==> src/rtl/mips_core_pkg.sv <==
// Shared core definitions: address width, BHT counter encoding and reset value.
// The branch controller's optional statistics outputs are enabled with BRANCH_STATS_EN.
`ifndef ADDR_WIDTH
`define ADDR_WIDTH 32
`endif

package mips_core;

    typedef enum logic [1:0] {
        CNT_SNT = 2'd0,
        CNT_WNT = 2'd1,
        CNT_WT  = 2'd2,
        CNT_ST  = 2'd3
    } bht_cnt_e;

    localparam bht_cnt_e BHT_INIT = CNT_WNT;

endpackage

==> src/rtl/branch_controller_sat_counter2.sv <==
// Combinational next state of one 2-bit saturating branch-history counter.
module sat_counter2
    import mips_core::*;
(
    input  bht_cnt_e cnt_i,
    input  logic     taken_i,
    output bht_cnt_e cnt_o
);

    always_comb begin
        cnt_o = cnt_i;
        case (cnt_i)
            CNT_SNT: cnt_o = taken_i ? CNT_WNT : CNT_SNT;
            CNT_WNT: cnt_o = taken_i ? CNT_WT  : CNT_SNT;
            CNT_WT:  cnt_o = taken_i ? CNT_ST  : CNT_WNT;
            CNT_ST:  cnt_o = taken_i ? CNT_ST  : CNT_WT;
            default: cnt_o = cnt_i;
        endcase
    end

endmodule

==> src/rtl/branch_controller.sv <==
// Bimodal branch predictor with EX-stage mispredict detection and fetch redirect.
// Optional outputs o_branch_count / o_mispredict_count exist only with BRANCH_STATS_EN.
module branch_controller
    import mips_core::*;
#(
    parameter int INDEX_BITS = 6
) (
    input  logic                   clk,
    input  logic                   rst,
    input  logic                   dec_valid,
    input  logic                   dec_is_jump,
    input  logic [`ADDR_WIDTH-1:0] dec_pc,
    input  logic [`ADDR_WIDTH-1:0] dec_target,
    input  logic [`ADDR_WIDTH-1:0] dec_fallthrough,
    output logic                   dec_prediction,
    output logic [`ADDR_WIDTH-1:0] dec_recovery_target,
    input  logic                   ex_valid,
    input  logic [`ADDR_WIDTH-1:0] ex_pc,
    input  logic                   ex_prediction,
    input  logic                   ex_outcome,
    input  logic [`ADDR_WIDTH-1:0] ex_recovery_target,
    output logic                   o_flush,
    output logic [`ADDR_WIDTH-1:0] o_redirect_target
`ifdef BRANCH_STATS_EN
    ,
    output logic [31:0]            o_branch_count,
    output logic [31:0]            o_mispredict_count
`endif
);

    localparam int ENTRIES = 1 << INDEX_BITS;

    bht_cnt_e               bht_q [ENTRIES];
    logic [INDEX_BITS-1:0]  dec_idx;
    logic [INDEX_BITS-1:0]  ex_idx;
    logic [1:0]             dec_cnt;
    bht_cnt_e               ex_cnt;
    bht_cnt_e               ex_cnt_d;
    logic                   mispredict;
    logic                   unused_pc_bits;

    assign dec_idx        = dec_pc[INDEX_BITS+1:2];
    assign ex_idx         = ex_pc[INDEX_BITS+1:2];
    assign unused_pc_bits = ^{dec_pc, ex_pc};

    // Single update path: only the resolving branch's entry changes per cycle.
    assign ex_cnt = bht_q[ex_idx];

    sat_counter2 u_sat_counter2 (
        .cnt_i   (ex_cnt),
        .taken_i (ex_outcome),
        .cnt_o   (ex_cnt_d)
    );

    always_ff @(posedge clk) begin
        if (rst) begin
            for (int i = 0; i < ENTRIES; i++) begin
                bht_q[i] <= BHT_INIT;
            end
        end else if (ex_valid) begin
            bht_q[ex_idx] <= ex_cnt_d;
        end
    end

    // Decode reads the registered table, so a same-cycle update is not visible yet.
    assign dec_cnt = 2'(bht_q[dec_idx]);

    always_comb begin
        dec_prediction = 1'b0;
        if (!rst && dec_valid) begin
            dec_prediction = dec_is_jump | dec_cnt[1];
        end
    end

    assign dec_recovery_target = dec_prediction ? dec_fallthrough : dec_target;

    assign mispredict        = ex_valid & (ex_prediction != ex_outcome);
    assign o_flush           = ~rst & mispredict;
    assign o_redirect_target = o_flush ? ex_recovery_target : '0;

`ifdef BRANCH_STATS_EN
    logic [31:0] branch_count_q;
    logic [31:0] mispredict_count_q;

    always_ff @(posedge clk) begin
        if (rst) begin
            branch_count_q     <= '0;
            mispredict_count_q <= '0;
        end else begin
            if (ex_valid && (branch_count_q != '1)) begin
                branch_count_q <= branch_count_q + 32'd1;
            end
            if (o_flush && (mispredict_count_q != '1)) begin
                mispredict_count_q <= mispredict_count_q + 32'd1;
            end
        end
    end

    assign o_branch_count     = branch_count_q;
    assign o_mispredict_count = mispredict_count_q;
`endif

endmodule

==> config.mk <==
export PLATFORM = sky130hd
export DESIGN_NAME = branch_controller
export DESIGN_NICKNAME = d
export VERILOG_FILES = /design/src/rtl/mips_core_pkg.sv /design/src/rtl/branch_controller_sat_counter2.sv /design/src/rtl/branch_controller.sv
export SDC_FILE = /design/constraint.sdc
export NUM_CORES = 1
export LEC_CHECK = 0
export CORE_ASPECT_RATIO = 0.75
export CORE_MARGIN = 2
export CORE_UTILIZATION = 49
export CTS_CLUSTER_SIZE = 28
export DETAILED_ROUTE_END_ITERATION = 12
export PLACE_DENSITY = 0.83
export REMOVE_ABC_BUFFERS = 1
export SKIP_CTS_REPAIR_TIMING = 1
export SYNTH_ARGS = -nofsm -noshare
export SYNTH_HDL_FRONTEND = slang
export SYNTH_HIERARCHICAL = 1
export SYNTH_SLANG_ARGS = --single-unit
==> constraint.sdc <==
create_clock -name clk -period 6.64 [get_ports clk]
set_input_delay 1.328 -clock clk [delete_from_list [all_inputs] [get_ports clk]]
set_output_delay 1.328 -clock clk [all_outputs]
set_load 0.1 [all_outputs]
==> run metrics <==
gp weighted congestion=0.910; worst-path maximum fanout=33; Layout Cells excl Fill=~1,000; number of flops mapped to enable cells by yosys=roughly 130; fin. max-slew vios=0; CTS Buf Count=17; most frequent CP cell=buf_4; post-DP HPWL=approximately 18 mm; most common cell after layout, fill and taps aside=edfxtp_1; min cycle time layout=6.04 ns; Setup Skew=0.00825 ns; internal power=between 1.5 and 2 mW; Core Region=around 15,000 um2; Crit path arrival time=between 4 and 5 ns; number of nets in the layout=a little under 1,000; CP max stage delay=between 0.6 and 0.7 ns; largest net degree at the start of global routing=36; status=complete, no violations; final hold slack=~1.5 ns; slowest CP cell=mux4_1; IO Pins=about 230; max reg flops=about 130; post-DR wirelength/cell=24.3 um; sequential fraction of the synthesis area=between 40% and 50%; average size of a mapped cell=11.9 um2; total grt overflow=0; first-pass GRT wire length=between 30 and 40 mm; Worst setup EP type=output pin; Max VDD drop=approximately 0.22 mV; switching part of the total=roughly 30%; CTS tree=done; post-synthesis cell type count=48; Critical Path RT=about 5.3 ns; Clock Sinks=128; RR Endpoint=bht_q[37][0]; number of max-cap violations=0; drt total wl=about 25 mm; # fillers=1,069; Yosys warnings=6; antenna cell count=0; Synth Instances=between 600 and 700; Die Y=about 110 um; r2r startpoint=bht_q[25][1]; H-tree depth=4; crit start category=primary input; Die ar.=between 15,000 and 20,000 um2; Final Util=68.1%; Final ANT Viol Nets=0; initial DRC count=884; DP Cell Count=around 1,000; actual slew at the worst max-slew pin=approximately 0.86 ns; Finished Cell Area=10,400 um2; Final Cycle Share=about 91%; GR Util All Layers=30.0%; Hold Startpoint=bht_q[18][1]; Post-Synthesis Cell Area=between 7000 and 8000 um2; Flop pwr share=between 30 and 40%; kind of critical path=in -> out; layout cell share with drive strength beyond 1=between 20 and 25%; RSZ-0062 raised after global routing=no; Site Rows=39; hold path depth=7; Pre-Repair DR Iteration Count=6; Clock Pin Slew Worst Setup and Hold Paths=around 0.06 ns; Top Registers=bht_q x128; combinational power share=between 20% and 30%; clk root buf=clkbuf_16; vias in the first global route=approximately 6,600; Final Hold Vio Count=0; worst r2r path cells=8; setup violators final=0; share of async-settable or async-resettable flops after synthesis=0%; Biggest register=bht_q; deepest clock path buffer count=2; Max Freq=roughly 170 MHz; PwrDens=between 200 and 250 nW/um2; r2r setup slk=3.53 ns; CP bufs+invs=4; crit-path cells=clkdlybuf4s50_1 -> buf_4 -> mux4_1 -> a2111oi_0 -> nor4bb_1 -> a221o_2 -> buf_4 -> mux2_4 -> buf_12; DR vias/cell=just over 6; Port-buffer cells=180; Die W=between 100 and 150 um; Clk pwr share=between 30% and 40%; slew margin rel.=between 40% and 50%; Yosys reg bits=approximately 130; area delta synth->final=35.1%; Setup TNS=0 ns; drt drc=0; Hold Path Sink=bht_q[59][0]; top_reg_cell synth=edfxtp_1; delay-heaviest family, CP=buffers and inverters; most frequent cells in the layout=edfxtp_1 (128), clkdlybuf4s50_1 (111), nand2_1 (90), nor2_1 (87), buf_4 (53); Worst-Skew Late Latency=0.43 ns; Area after DPL=about 10000 um2; initial antenna violation count=0; net switching power figure=approximately 0.72 mW; HP Class=reg -> reg; total number of vias=6,391; Pleak=just under 4 nW; initial core utilization=between 50% and 60%
==> per-stage QoR <==
step                      worst slack, ns  power, mW
after detailed placement            0.623       1.54
after global routing                0.431       2.50
after CTS                           0.614       2.44
after global placement              0.653       1.52
final                               0.599       2.45
after floorplan                     0.447       1.29
==> layout make-up <==
class / instances / area (um2) / area share [%]
tap: 205 / 256 / 2.47
timing repair buffer: 199 / 2160 / 20.8
inverter: 4 / 15.0 / 0.144
clock buffer: 18 / 429 / 4.13
multi-input combinational: 461 / 3540 / 34.1
sequential: 128 / 3840 / 37.0
clock inverter: 14 / 148 / 1.42
==> routing by layer <==
metal  GRT usage, %  vias up  wire length (um)
met5              0        -                 0
met4           13.8        0               963
met3           8.13       93              3250
met2           50.6      534             12300
met1           36.1     3036              8510
li1               -     2728                 -
==> power groups by stage <==
stage	Combinational [mW]	Sequential (mW)	Clock (mW)
after floorplan	0.360	0.928	0
after global placement	0.591	0.932	0
after detailed placement	0.601	0.934	0
after CTS	0.604	0.917	0.918
after global routing	0.627	0.919	0.958
final	0.609	0.918	0.926
==> synthesized netlist by cell type (all sizes together), types with 9 or more instances <==
cell type	number	area, um2
buf	16	148
mux2	43	593
nand2	90	338
o21bai	16	120
clkbuf	40	150
nor2b	11	68.8
edfxtp	128	3840
mux2i	22	220
mux4	31	754
and2	34	213
nor2	88	330
a21oi	9	45.0
a21o	48	360
nand3	9	45.0
==> logic make-up after synthesis <==
group	count (synthesis)	share of synthesized area, %
multiplexers	96	20.4
buffers and inverters	60	4.06
AO/OA/AOI/OAI	112	10.7
XOR/XNOR	1	0.114
flip-flops	128	49.9
AND/OR/NAND/NOR	250	14.5
adder cells (fa/ha/maj)	2	0.293
==> worst max-delay path by stage <==
stage | from | end | slack [ns] | cells after the start
6_report | dec_pc[2] | dec_recovery_target[19] | 0.60 | 9
3_3_place_gp | dec_pc[2] | dec_recovery_target[22] | 0.65 | 9
3_5_place_dp | dec_pc[2] | dec_recovery_target[22] | 0.62 | 10
2_1_floorplan | dec_pc[2] | dec_recovery_target[0] | 0.45 | 6
5_1_grt | dec_pc[2] | dec_recovery_target[19] | 0.43 | 9
4_1_cts | dec_pc[2] | dec_recovery_target[22] | 0.61 | 9
==> worst min-delay path, cell delays in order, from the launching register on <==
cell and delay, ns:
edfxtp_1 0.35, a21oi_1 0.07, o221ai_1 0.18, a21oi_1 0.08, nand4b_1 0.12, maj3_2 0.33, nor2_1 0.18, nand2_1 0.10
Note: power is estimated with default switching activity, not from simulation.
==> RTL change: new RTL, config.mk and constraints unchanged <==
Register the output `dec_recovery_target`, without a reset; this adds one clock of latency there. The other outputs are not delayed to match.
--- a/src/rtl/branch_controller.sv
+++ b/src/rtl/branch_controller.sv
@@ -74,3 +74,5 @@
 
-    assign dec_recovery_target = dec_prediction ? dec_fallthrough : dec_target;
+    always_ff @(posedge clk) begin
+        dec_recovery_target <= dec_prediction ? dec_fallthrough : dec_target;
+    end
 
Behaviour: not the same (a bounded check fails within 4 cycles, from zero or initial values).
==> RTL change against the original RTL <==
Power is 6.7% higher; final area is 3.0% higher; area after synthesis is 8.3% higher; clock power hardly changed; routed wire length is 1.1% higher; clock skew hardly changed; via count is 0.66% higher; sequential cell count is 32 higher; worst setup slack better by 0.23 ns; critical endpoint is now dec_prediction.
==> RTL change: results (changes against the original RTL) <==
* Fillcell total at 1279 (+20%)
* Vias in the first global route at 6163 (-6.2%)
* Antenna Cells at 0 (unchanged)
* WHS Path Cells at 2 (-5)
* Post-synthesis sequential area ratio at 0.538 (+0.0385)
* Pin count of the biggest net entering global routing at 40 (+11%)
* DRT iter0 DRCs at 730 (-17%)
* Synth Flop Type: edfxtp_1
* CTS root buf: clkbuf_16
* Post-synth ARST share at 0 (unchanged)
* Top flop regs: bht_q x128, dec_recovery_target x32
* Clk_skew at 0.00837 ns (+0.000124 ns)
* Largest cells by area after synthesis: edfxtp_1, dfxtp_1, mux2_4, mux4_1, a21o_1
* Placer congestion estimate at 0.938 (+3.0%)
* Reg2Reg Depth at 7 (-1)
* Layout cells sized above 1 at 0.174 (-0.0434)
* DR pass1 iterations at 5 (-1)
* Final net count at 1011 (+3.4%)
* Top cells by instance count after synthesis: edfxtp_1, nand2_1, nor2_1
* First-pass GRT wire length at 36600 um (-1.3%)
* Slew @ Worst Pin at 1.04 ns (+0.172 ns)
* Num CTS Buffers at 17 (unchanged)
* Dpl ws at 0.930 ns (+0.307 ns)
* Via count at 6433 (+0.66%)
* Leakage at 3.96 nW (+2.0%)
* HPWL after DPL at 17700 um (-0.75%)
* Vias/cell at 6.00 (-3.4%)
* Maximum VDD drop at 0.151 mV (-30%)
* Critical path fanouts, max at 7 (-79%)
* Adder-cell share of the synthesized area at 0.00270 (-0.000225)
* XOR/XNOR Fraction of Synth Area at 0.00105 (-0.0000874)
* Critical Path AT at 4.48 ns (-0.23 ns)
* Post-synthesis compound-gate area fraction at 0.0990 (-0.00824)
* H-tree depth at 4 (unchanged)
* WL per Instance at 23.6 um (-2.9%)
* Count of cell types in the netlist at 49 (+2.1%)
* Worst hold path type: in -> reg
* Clk slew on worst S/H paths at 0.06 ns (about the same)
* Outcome: finished clean
* All-Layer GR Usage at 0.277 (-0.0230)
* Post-synthesis mux area share at 0.188 (-0.0156)
* Mean area per synthesized cell at 12.2 um2 (+3.2%)
[RTL change: changes by cell type in the layout (fill, tap and decap cells not counted), moves of 2 or more]
cell	change
buf_12	-32
inv_6	+3
nor3_1	-2
clkinv_2	-4
nor3_2	+2
clkdlybuf4s50_1	+32
dfxtp_1	+32
bufinv_16	-2
[RTL change: kinds of logic after synthesis]
| group | after synthesis |
|---|---|
| AOI/OAI and AO/OA | 112 |
| xor gates and xnor gates | 1 |
| adders and majority gates | 2 |
| buffers and inverters | 60 |
| DFF | 160 |
| muxes | 96 |
| and+or+nand+nor | 250 |
[RTL change: per-stage QoR]
step                hold slack [ns]  instance area, um2
floorplan                      1.20                8040
finish                         1.50               10700
global route                   1.49               10700
global placement               1.47               10200
CTS                            1.49               10700
detailed placement             1.50               10200
[RTL change: layout make-up]
class	count	area [um2]	area share
Sequential cell	160	4480	0.418
Multi-Input combinational cell	461	3550	0.331
Timing Repair Buffer	200	1850	0.173
Clock buffer	18	429	0.0400
Tap cell	215	269	0.0251
Clock inverter	14	115	0.0107
Inverter	4	15.0	0.00140
[RTL change: worst paths after layout]
kind / from / to / slack [ns]
worst max register to register: bht_q[5][1] / dec_recovery_target[21] / 3.41
worst min-delay path: dec_fallthrough[4] / dec_recovery_target[4] / 1.50
worst max-delay path: dec_pc[2] / dec_prediction / 0.83
worst min register to register: bht_q[32][1] / bht_q[45][0] / 1.58
[RTL change: critical path, cell delays in order]
cell and delay [ns]:
clkdlybuf4s50_1 0.81, mux4_2 0.56, nor2b_1 0.14, a2111oi_0 0.79, nor4bb_1 0.13, a221o_2 0.45, buf_4 0.25
[RTL change: power breakdown]
part | switching [mW] | internal, mW
logic | 0.358 | 0.199
registers | 0.0149 | 1.12
clock network | 0.415 | 0.513
total | 0.788 | 1.83
[RTL change: layer usage]
| layer | global-route usage | vias to the layer above | part of all wire | wire length (um) |
|---|---|---|---|---|
| met5 | 0 | - | 0 | 0 |
| met4 | 0.102 | 0 | 0.024 | 610 |
| met3 | 0.0770 | 52 | 0.11 | 2750 |
| met2 | 0.429 | 418 | 0.47 | 12000 |
| met1 | 0.379 | 3111 | 0.39 | 9940 |
| li1 | - | 2852 | - | - |
